$ cat config.mk
export PLATFORM = sky130hd
export DESIGN_NAME = swc_packet_mem_write_pump
export DESIGN_NICKNAME = d
export VERILOG_FILES = /design/src/rtl/swc_packet_mem_write_pump.sv
export SDC_FILE = /design/constraint.sdc
export NUM_CORES = 1
export LEC_CHECK = 0
export ABC_CLOCK_PERIOD_IN_PS = 32100
export CAP_MARGIN = 20
export CORE_AREA = 3 3 252 254
export DETAILED_ROUTE_END_ITERATION = 8
export DIE_AREA = 0 0 255 257
export HOLD_SLACK_MARGIN = 0.06
export PLACE_DENSITY = 0.68
export SETUP_SLACK_MARGIN = 0.4
export SKIP_LAST_GASP = 1
export SLEW_MARGIN = 20
export SYNTH_ARGS = -nofsm -noshare
export SYNTH_HDL_FRONTEND = slang
export SYNTH_SLANG_ARGS = --single-unit
export TNS_END_PERCENT = 50
$ cat constraint.sdc
create_clock -name clk_i -period 32.1 [get_ports clk_i]
set_input_delay 6.42 -clock clk_i [delete_from_list [all_inputs] [get_ports clk_i]]
set_output_delay 6.42 -clock clk_i [all_outputs]
set_load 0.01 [all_outputs]
$ cat src/rtl/swc_packet_mem_write_pump.sv
// Write-side pump of the switch packet memory: packs MULTIPLY input words into
// one memory line, writes it in the granted sync slot and chains pages in the linked list.
module swc_packet_mem_write_pump #(
    parameter int PAGE_ADDR_BITS = 10,
    parameter int PAGE_SIZE      = 128,
    parameter int INPUT_WIDTH    = 20,
    parameter int MULTIPLY       = 16
) (
    input  logic                            clk_i,
    input  logic                            rst_n_i,
    input  logic [PAGE_ADDR_BITS-1:0]       pgaddr_i,
    input  logic                            pgreq_i,
    output logic                            pgend_o,
    input  logic                            pckstart_i,
    input  logic                            drdy_i,
    output logic                            full_o,
    input  logic                            flush_i,
    input  logic                            sync_i,
    output logic [PAGE_ADDR_BITS-1:0]       ll_addr_o,
    output logic [PAGE_ADDR_BITS-1:0]       ll_data_o,
    output logic                            ll_wr_req_o,
    input  logic                            ll_wr_done_i,
    input  logic [INPUT_WIDTH-1:0]          d_i,
    output logic [INPUT_WIDTH*MULTIPLY-1:0] q_o,
    output logic                            we_o
);

    localparam int LINES  = PAGE_SIZE / MULTIPLY;
    localparam int CNT_W  = $clog2(MULTIPLY + 1);
    localparam int LINE_W = $clog2(LINES + 1);
    localparam int Q_W    = INPUT_WIDTH * MULTIPLY;

    logic [Q_W-1:0]            buf_r, buf_nxt_s, q_r;
    logic [CNT_W-1:0]          cnt_r, cnt_nxt_s;
    logic                      ready_r, ready_nxt_s, we_r;
    logic [LINE_W-1:0]         line_r, line_nxt_s;
    logic [PAGE_ADDR_BITS-1:0] cur_page_r, cur_page_nxt_s;
    logic [PAGE_ADDR_BITS-1:0] next_page_r, next_page_nxt_s;
    logic                      next_valid_r, next_valid_nxt_s;
    logic [PAGE_ADDR_BITS-1:0] ll_addr_r, ll_addr_nxt_s;
    logic [PAGE_ADDR_BITS-1:0] ll_data_r, ll_data_nxt_s;
    logic                      ll_req_r, ll_req_nxt_s;

    logic last_s, stall_s, full_s, write_s, accept_s, load_s, switch_s;

    // Control decode; a page switch is only possible when the linked-list port is free.
    always_comb begin
        last_s   = (line_r == LINE_W'(LINES));
        stall_s  = last_s & ~(next_valid_r & ~ll_req_r);
        full_s   = ready_r | stall_s;
        write_s  = ready_r & sync_i;
        accept_s = drdy_i & ~full_s & ~flush_i;
        load_s   = pgreq_i & pckstart_i;
        switch_s = last_s & next_valid_r & ~ll_req_r & ~load_s;
    end

    // Line assembly: a write has priority, then flush, then word acceptance.
    always_comb begin
        buf_nxt_s   = buf_r;
        cnt_nxt_s   = cnt_r;
        ready_nxt_s = ready_r;
        if (write_s) begin
            buf_nxt_s   = '0;
            cnt_nxt_s   = '0;
            ready_nxt_s = 1'b0;
        end else if (flush_i) begin
            ready_nxt_s = ready_r | (cnt_r != '0);
        end else if (accept_s) begin
            for (int i = 0; i < MULTIPLY; i++) begin
                buf_nxt_s[i*INPUT_WIDTH +: INPUT_WIDTH] =
                    (cnt_r == CNT_W'(i)) ? d_i : buf_r[i*INPUT_WIDTH +: INPUT_WIDTH];
            end
            cnt_nxt_s   = cnt_r + CNT_W'(1);
            ready_nxt_s = (cnt_r == CNT_W'(MULTIPLY - 1));
        end else begin
            ready_nxt_s = ready_r;
        end
    end

    // Page tracking: a packet-start load wins over a switch, which wins over a line advance.
    always_comb begin
        line_nxt_s       = line_r;
        cur_page_nxt_s   = cur_page_r;
        next_page_nxt_s  = next_page_r;
        next_valid_nxt_s = next_valid_r;
        ll_addr_nxt_s    = ll_addr_r;
        ll_data_nxt_s    = ll_data_r;
        ll_req_nxt_s     = ll_req_r;
        if (ll_req_r && ll_wr_done_i) begin
            ll_req_nxt_s = 1'b0;
        end else begin
            ll_req_nxt_s = ll_req_r;
        end
        if (load_s) begin
            cur_page_nxt_s = pgaddr_i;
            line_nxt_s     = '0;
        end else if (switch_s) begin
            ll_addr_nxt_s    = cur_page_r;
            ll_data_nxt_s    = next_page_r;
            ll_req_nxt_s     = 1'b1;
            cur_page_nxt_s   = next_page_r;
            line_nxt_s       = '0;
            next_valid_nxt_s = 1'b0;
        end else if (write_s) begin
            line_nxt_s = line_r + LINE_W'(1);
        end else begin
            line_nxt_s = line_r;
        end
        // A fresh next page supplied during the switch becomes the new pending page.
        if (pgreq_i && !pckstart_i) begin
            next_page_nxt_s  = pgaddr_i;
            next_valid_nxt_s = 1'b1;
        end else begin
            next_page_nxt_s = next_page_nxt_s;
        end
    end

    // State and output registers.
    always_ff @(posedge clk_i or posedge rst_n_i) begin
        if (rst_n_i) begin
            buf_r        <= '0;
            cnt_r        <= '0;
            ready_r      <= 1'b0;
            line_r       <= '0;
            cur_page_r   <= '0;
            next_page_r  <= '0;
            next_valid_r <= 1'b0;
            ll_addr_r    <= '0;
            ll_data_r    <= '0;
            ll_req_r     <= 1'b0;
            q_r          <= '0;
            we_r         <= 1'b0;
        end else begin
            buf_r        <= buf_nxt_s;
            cnt_r        <= cnt_nxt_s;
            ready_r      <= ready_nxt_s;
            line_r       <= line_nxt_s;
            cur_page_r   <= cur_page_nxt_s;
            next_page_r  <= next_page_nxt_s;
            next_valid_r <= next_valid_nxt_s;
            ll_addr_r    <= ll_addr_nxt_s;
            ll_data_r    <= ll_data_nxt_s;
            ll_req_r     <= ll_req_nxt_s;
            q_r          <= write_s ? buf_r : q_r;
            we_r         <= write_s;
        end
    end

    assign full_o      = full_s;
    assign pgend_o     = (line_r == LINE_W'(LINES - 1)) & ~next_valid_r;
    assign ll_addr_o   = ll_addr_r;
    assign ll_data_o   = ll_data_r;
    assign ll_wr_req_o = ll_req_r;
    assign q_o         = q_r;
    assign we_o        = we_r;

endmodule

# Yosys cells after proc, flatten, opt, wreduce, memory -nomap -nowiden
# Index checks and enable logic that the tools add are counted.
[word_totals]
regBits = 693
in_bits = 38
output_inout_bits = 344
[op_classes]
add_sub_neg = 2
n_eq_ne = 19
mux = 36
bitwise = 18
reduce_logical = 45
[op_table]
columns = ["operator", "count"]
rows = [
  ["320-bit two-way mux", 3],
  ["20-bit two-way mux", 16],
  ["3-bit AND reduction", 16],
  ["5-bit by 4-bit == test with 1-bit output (second input constant)", 8],
  ["2-bit nonzero test", 19],
  ["5-bit by 3-bit == test with 1-bit output (second input constant)", 4],
  ["10-bit two-way mux", 2],
  ["5-bit two-way mux", 3],
  ["4-bit two-way mux", 3],
  ["1-bit AND", 10],
  ["5-bit by 2-bit == test with 1-bit output (second input constant)", 2],
  ["1-bit two-way mux", 9],
  ["1-bit NOT", 6],
  ["2-bit AND reduction", 3],
  ["3-bit nonzero test", 2],
  ["5-bit by 1-bit adder with 5-bit output (second input constant)", 1],
  ["5-bit by 1-bit == test with 1-bit output (second input constant)", 1],
  ["5-bit logical NOT", 1],
  ["5-bit nonzero test", 1],
  ["4-bit by 1-bit adder with 4-bit output (second input constant)", 1],
  ["4-bit by 3-bit == test with 1-bit output (second input constant)", 1],
  ["4-bit == test (second input constant)", 1],
  ["2-bit by 1-bit != test with 1-bit output (second input constant)", 2],
  ["1-bit logical AND", 2],
  ["2 further kinds", 3],
]

# Longest topological paths before layout
# Gate-level depths: netlist of run 1.
[logic_depth]
word_depth = 11
ltp_mapped = 7

# Least setup slack after synthesis of run 1
# Ideal clock, no wire load.
[synth_timing]
path_kind = "reg-to-output"
startpoint = "register line_r[0]"
endpoint = "output full_o"
arrival_time_ps = 1341
required_ps = 25680
path_slack_ps = 24339
stages_incl_launch_ff = 7
path_cell_list = "dfrtp_1 inv_1 ha_1 nand3b_1 buf_2 buf_2 o21bai_1"
[synth_via]
elab_chain_cells = 3
[synth_rtl]
columns = ["item", "line_no", "source"]
rows = [
  ["start: declaration", "36", "logic [LINE_W-1:0] line_r, line_nxt_s;"],
  ["start signal: assignment", "137", "line_r <= line_nxt_s;"],
  ["4-bit == test", "48", "last_s = (line_r == LINE_W'(LINES));"],
  ["1-bit AND", "49", "stall_s = last_s & ~(next_valid_r & ~ll_req_r);"],
  ["1-bit OR", "50", "full_s = ready_r | stall_s;"],
  ["end: declaration", "16", "output logic full_o,"],
]
# No other way between the ends.

# Final worst setup path of run 1
[layout_timing]
startpoint = "input sync_i"
endpoint = "register buf_r[199]"
[layout_via]
elab_chain_cells = 3
[layout_rtl]
columns = ["item", "line_no", "source"]
rows = [
  ["start: declaration", "18", "input logic sync_i,"],
  ["1-bit AND *", "51", "write_s = ready_r & sync_i;"],
  ["2-bit by 1-bit != test with 1-bit output (no source line) or 2-bit nonzero test (tied branches)", "-", ""],
  ["3-bit AND reduction (no source line)", "-", ""],
  ["end signal: assignment", "134", "buf_r <= buf_nxt_s;"],
  ["end: declaration", "33", "logic [Q_W-1:0] buf_r, buf_nxt_s, q_r;"],
]
# Every way passes the cells marked *; elsewhere a longest branch is shown, timed or not.
# A chain may end at the register's enable or synchronous reset.

==> results of run 1 <==
[worst max-delay path, stage by stage]
cell	delay, ns
clkdlybuf4s50_1	0.47
nand2_4	0.65
buf_12	0.62
nand2_1	0.93
mux2i_1	0.40
[per-stage QoR]
stage | std cells | setup slack [ns] | cell area (um^2)
2_1_floorplan | 2641 | 6.25 | 27500
3_3_place_gp | 3680 | 21.72 | 31900
3_5_place_dp | 3680 | 21.65 | 31900
4_1_cts | 3803 | 22.28 | 34200
5_1_grt | 3807 | 22.42 | 34200
6_report | 3807 | 22.78 | 34200
[final timing paths]
| check | from | to | slack, ns | cells past startpoint |
|---|---|---|---|---|
| min | buf_r[2] | q_o[2] | 0.46 | 2 |
| max in group asynchronous | rst_n_i | buf_r[224] | 22.90 | 5 |
| max reg2reg | ready_r | buf_r[199] | 28.54 | 4 |
| max | sync_i | buf_r[199] | 22.78 | 5 |
| min reg2reg | buf_r[2] | q_o[2] | 0.46 | 2 |
| min in group asynchronous | rst_n_i | ll_addr_o[8] | 6.38 | 2 |
[state kept, by name, summed over array words and instances, names as in the netlist]
signal	count
next_page_r	10
ll_data_o	10
q_o	320
cur_page_r	10
next_valid_r	1
buf_r	320
ll_wr_req_o	1
we_o	1
line_r	4
ll_addr_o	10
cnt_r	5
ready_r	1
[report_power, final]
part	switching (uW)	internal, uW	leakage (uW)
clock network	339	485	0.00114
logic	251	114	0.00839
registers	48.5	937	0.00960
total	638	1540	0.0191
[metal layers]
| layer | share of wire (%) | GRT usage (%) | vias to the layer above |
|---|---|---|---|
| li1 | - | - | 9020 |
| met2 | 49 | 38.6 | 561 |
| met3 | 4.8 | 3.21 | 125 |
| met4 | 3.4 | 9.66 | 0 |
| met5 | 0 | 0 | - |
| met1 | 43 | 32.8 | 10100 |
[synth_stat cells]
| cell type | count | area (um^2) |
|---|---|---|
| inv_1 | 9 | 33.8 |
| mux2_1 | 1 | 11.3 |
| buf_2 | 49 | 245 |
| nor3b_1 | 4 | 30.0 |
| or4b_2 | 1 | 10.0 |
| and4b_1 | 2 | 20.0 |
| o211a_1 | 10 | 100 |
| xor2_1 | 1 | 8.76 |
| buf_4 | 24 | 180 |
| inv_2 | 1 | 3.75 |
| nor2_1 | 4 | 15.0 |
| buf_1 | 7 | 26.3 |
| mux2i_1 | 325 | 3250 |
| nor2b_1 | 2 | 12.5 |
| and4bb_2 | 1 | 12.5 |
| nand2b_1 | 1 | 6.26 |
| nand2_1 | 1309 | 4910 |
| clkbuf_1 | 97 | 364 |
| ha_1 | 7 | 87.6 |
| o211ai_1 | 18 | 135 |
| xnor2_1 | 1 | 8.76 |
| a21o_1 | 1 | 7.51 |
| nor3b_2 | 2 | 25.0 |
| nand3b_1 | 1 | 7.51 |
| dfrtp_1 | 693 | 17300 |
| or3_1 | 1 | 6.26 |
| nor4bb_1 | 4 | 40.0 |
| a211o_1 | 10 | 87.6 |
| nand3_1 | 2 | 10.0 |
| and3b_1 | 1 | 8.76 |
| o2111ai_1 | 1 | 8.76 |
| nor3_1 | 1 | 5.00 |
| o21bai_1 | 1 | 7.51 |
| o21ai_0 | 3 | 15.0 |
| mux2_2 | 29 | 327 |
| a21oi_1 | 4 | 20.0 |
| nor4b_2 | 1 | 15.0 |
| and3_1 | 12 | 75.1 |
[layout make-up]
cell class	instances	area share (%)
diodes	2	0.0146
clock buffers	108	6.25
multi-input cells	1761	27.2
clock inverters	15	0.490
flip-flops and latches	693	50.7
well taps	790	2.89
inverters	10	0.168
repair buffers	428	12.3
[logic make-up after synthesis]
| family | after synthesis | synth area share, % |
|---|---|---|
| simple gates | 1349 | 19.0 |
| flops | 693 | 63.1 |
| mux | 355 | 13.1 |
| buf+inv | 187 | 3.10 |
| compound gates | 48 | 1.39 |
| fa+ha+maj | 7 | 0.319 |
| xor+xnor | 2 | 0.0637 |
==> flow_summary.ini, run 1 <==
[route]
ant_nets = 0
wl_per_cell_um = 20.6
vias = 19800
drt-initial-drc-count = 1780
drcViolationCount = 0
vias_per_cell = 5.19
wl_um = 78300
firstDrtPassIters = 7

[worst_setup_path]
path_max_fanout = 209
startpoint_type = primary input
cp.arrival_ns = 9.81
end_kind = flop
criticalPathCategory = primary input to flop
required_ns = 32.59

[global_route]
first_global_vias = 20000
grt-ovfl-total = 0
grt_max_degree = 210
track_usage_pct = 23.9
grt_pass1_wl_um = 120000
antenna_found_initial = 2

[cts]
cts_made_buffers = 73
cts_root_buffer = clkbuf_16
cts_tree = yes
cts_buffer_depth = 3
clock_latency_ns = 0.60
postCtsSetupBuffers = 0
postCtsHoldBufs = 0
htree_num_levels = 3
path_clk_slew_ns = 0.06
cts_resized = 0
clock-sinks = 693

[timing]
worst_clock_skew_ns = 0.0226
slew_viol_final = 0
finalCriticalPeriod_ns = 9.32
rsz0062_at_grt = no
fmax_ghz = 0.107
post-route-period-util_pct = 29.0
finalHoldViolations = 0
holdWs_ns = 0.458
max_slew.worst_pin.slew_ns = 1.10
setup_viol = 0
setup_tns_ns = 0
relSlewSlack_pct = 26.3

[finish]
final_common_cell = nand2_1
fin_util_pct = 55.7
multiInputGateArea_um2 = 9310
most-common-layout-cells = nand2_1, dfrtp_1, clkdlybuf4s50_1
regArea_um2 = 17300
n_fill_cell = 5194
fin_nets = 3012
area_delta_synth_final_pct = 24.5
drive_gt1_share_pct = 6.27

[floorplan]
ioPinCount = 382
rows = 91
chipHeight_um = 257
die_w_um = 255
initial_core_util_pct = 44.7
core_um2 = 61500
dieArea_um2 = 65500

[place]
hpwl_um = 49400
gp_congestion = 0.768
io_buffers = 381

[power_and_ir_drop]
powerDensity_nw_per_um2 = 63.5
leakage_uw = 0.0191
p_total_uw = 2170
peakVddDrop_mv = 0.0400

[synth]
synthCells = 2641
synth.yosys.warnings = 0
synth_fp_nets = 2686
ys_seq_elements = 693
syn_area_um2 = 27500
postSynthAreaPerCell_um2 = 10.4
synth_cell_type_count = 38
ys_seq_area_share_pct = 63.1

[run]
cap_viol_max_count = 0

[status]
status = finished, final reports clean

[hold_path]
hold_class = flop to flop
Note: power is estimated with default switching activity, not from simulation.
==> run 2: changes to the inputs <==
--- a/config.mk
+++ b/config.mk
@@ -5,7 +5,7 @@
 export SDC_FILE = /design/constraint.sdc
 export NUM_CORES = 1
 export LEC_CHECK = 0
-export ABC_CLOCK_PERIOD_IN_PS = 32100
+export ABC_CLOCK_PERIOD_IN_PS = 9500
 export CAP_MARGIN = 20
 export CORE_AREA = 3 3 252 254
 export DETAILED_ROUTE_END_ITERATION = 8
==> constraint.sdc (replaced) <==
create_clock -name clk_i -period 9.5 [get_ports clk_i]
set_input_delay 1.9 -clock clk_i [delete_from_list [all_inputs] [get_ports clk_i]]
set_output_delay 1.9 -clock clk_i [all_outputs]
set_load 0.01 [all_outputs]
==> run 2 against run 1 <==
- non-clock buffer count fell by 4
- sequential cell count did not move
- combinational power increased to 3.4 times the previous value
- worst hold slack worse by 0.013 ns
- routed wire length down 0.56%
- via count shrank 0.49%
- clock-buffer cell count down 2
- die area did not move
- total power rose to 3.5 times the previous value
- global-route usage down 0.054 points
- setup slack worse by 18 ns
- final cell count grew 0.18%
- largest power group unchanged
==> flow_summary.ini, run 2 (synthesis results as in run 1) <==
[global_route]
grt_pass1_wl_um = 120000
grt_max_degree = 234
track_usage_pct = 23.9
first_global_vias = 20000
grt-ovfl-total = 0
antenna_found_initial = 4

[finish]
fin_util_pct = 56.0
fin_nets = 3009
drive_gt1_share_pct = 6.62
final_common_cell = nand2_1
most-common-layout-cells = nand2_1, dfrtp_1, clkdlybuf4s50_1
area_delta_synth_final_pct = 25.4

[power_and_ir_drop]
peakVddDrop_mv = 0.188
powerDensity_nw_per_um2 = 220
leakage_uw = 0.0192
p_total_uw = 7570

[floorplan]
core_um2 = 61500
ioPinCount = 382
dieArea_um2 = 65500
chipHeight_um = 257
initial_core_util_pct = 44.7
die_w_um = 255
rows = 91

[route]
ant_nets = 0
wl_um = 77800
firstDrtPassIters = 5
drt-initial-drc-count = 1750
vias_per_cell = 5.16
drcViolationCount = 0
vias = 19700
wl_per_cell_um = 20.4

[timing]
finalCriticalPeriod_ns = 4.46
relSlewSlack_pct = 26.0
setup_viol = 0
max_slew.worst_pin.slew_ns = 1.11
post-route-period-util_pct = 47.0
slew_viol_final = 0
worst_clock_skew_ns = 0.0285
rsz0062_at_grt = no
finalHoldViolations = 0
fmax_ghz = 0.224

[run]
cap_viol_max_count = 0

[cts]
clock_latency_ns = 0.61
path_clk_slew_ns = 0.06
cts_made_buffers = 74
cts_buffer_depth = 3
cts_resized = 0
postCtsSetupBuffers = 0
postCtsHoldBufs = 0
cts_tree = yes
cts_root_buffer = clkbuf_16
htree_num_levels = 3
clock-sinks = 693

[worst_setup_path]
crit_slowest_cell = buf_4
cp.arrival_ns = 4.93
startpoint_type = primary input
required_ns = 9.97
max_stage_delay_ns = 0.88
crit_chain = clkdlybuf4s50_1 > nand2_4 > inv_8 > buf_4 > xnor2_1 > nor2_1
criticalPathCategory = primary input to flop
path_max_fanout = 167
end_kind = flop

[status]
status = finished, final reports clean

[place]
gp_congestion = 0.798
io_buffers = 381
hpwl_um = 48100

[hold_path]
hold_class = flop to flop
[run 2: changes by cell type in the layout (fill, tap and decap cells not counted), sizes merged]
cell	change
inv	-3
clkbuf	-2
bufinv	+6
buf	-4
clkinv	+10
[run 2: final cells by class]
cell class                      instances  area [um^2]
Multi-Input combinational cell       1761         9310
Clock inverter                         28          422
Clock buffer                          106         2130
Sequential cell                       693        17300
Tap cell                              790          988
Fill cell                            5263        27000
Timing Repair Buffer                  424         4200
Antenna cell                            2         5.00
Inverter                               10         48.8
[run 2: report_power, final]
part	leakage, uW	switching, uW	internal (uW)
sequential	0.00960	166	3160
combinational	0.00836	847	381
clock	0.00126	1190	1820
total	0.0192	2210	5360
[run 2: routing by layer]
metal | part of all wire (%) | up-vias | track usage (%)
met1 | 43 | 9968 | 32.6
met4 | 2.4 | 0 | 6.79
met5 | 0 | - | 0
met2 | 49 | 572 | 39.3
li1 | - | 9014 | -
met3 | 5.5 | 114 | 4.20
[run 2: worst max-delay path: cells and delay by family]
family | cells | cell delay [ns]
XOR/XNOR | 1 | 0.20
buffers and inverters | 3 | 2.25
AND/OR/NAND/NOR | 2 | 0.40
[run 2: path summary, 6_finish.rpt]
path,startpoint,endpoint,slack [ns],depth (start not counted)
max,sync_i,line_r[0],5.04,6
min,buf_r[98],q_o[98],0.45,2
max reg2reg,ready_r,line_r[0],6.24,5
min reg2reg,buf_r[98],q_o[98],0.45,2
max in group asynchronous,rst_n_i,buf_r[15],5.73,4
min in group asynchronous,rst_n_i,q_o[112],1.74,2
[run 2: through the flow]
step | instances | instance area [um^2] | TNS [ns] | setup slack, ns | hold slack [ns]
2_1_floorplan | 2641 | 27500 | -1305.66 | -1.88 | 0.439
3_3_place_gp | 3678 | 31900 | 0 | 4.51 | 0.446
3_5_place_dp | 3678 | 31900 | 0 | 4.39 | 0.447
4_1_cts | 3812 | 34400 | 0 | 5.04 | 0.462
5_1_grt | 3814 | 34500 | 0 | 4.82 | 0.471
6_report | 3814 | 34500 | 0 | 5.04 | 0.445
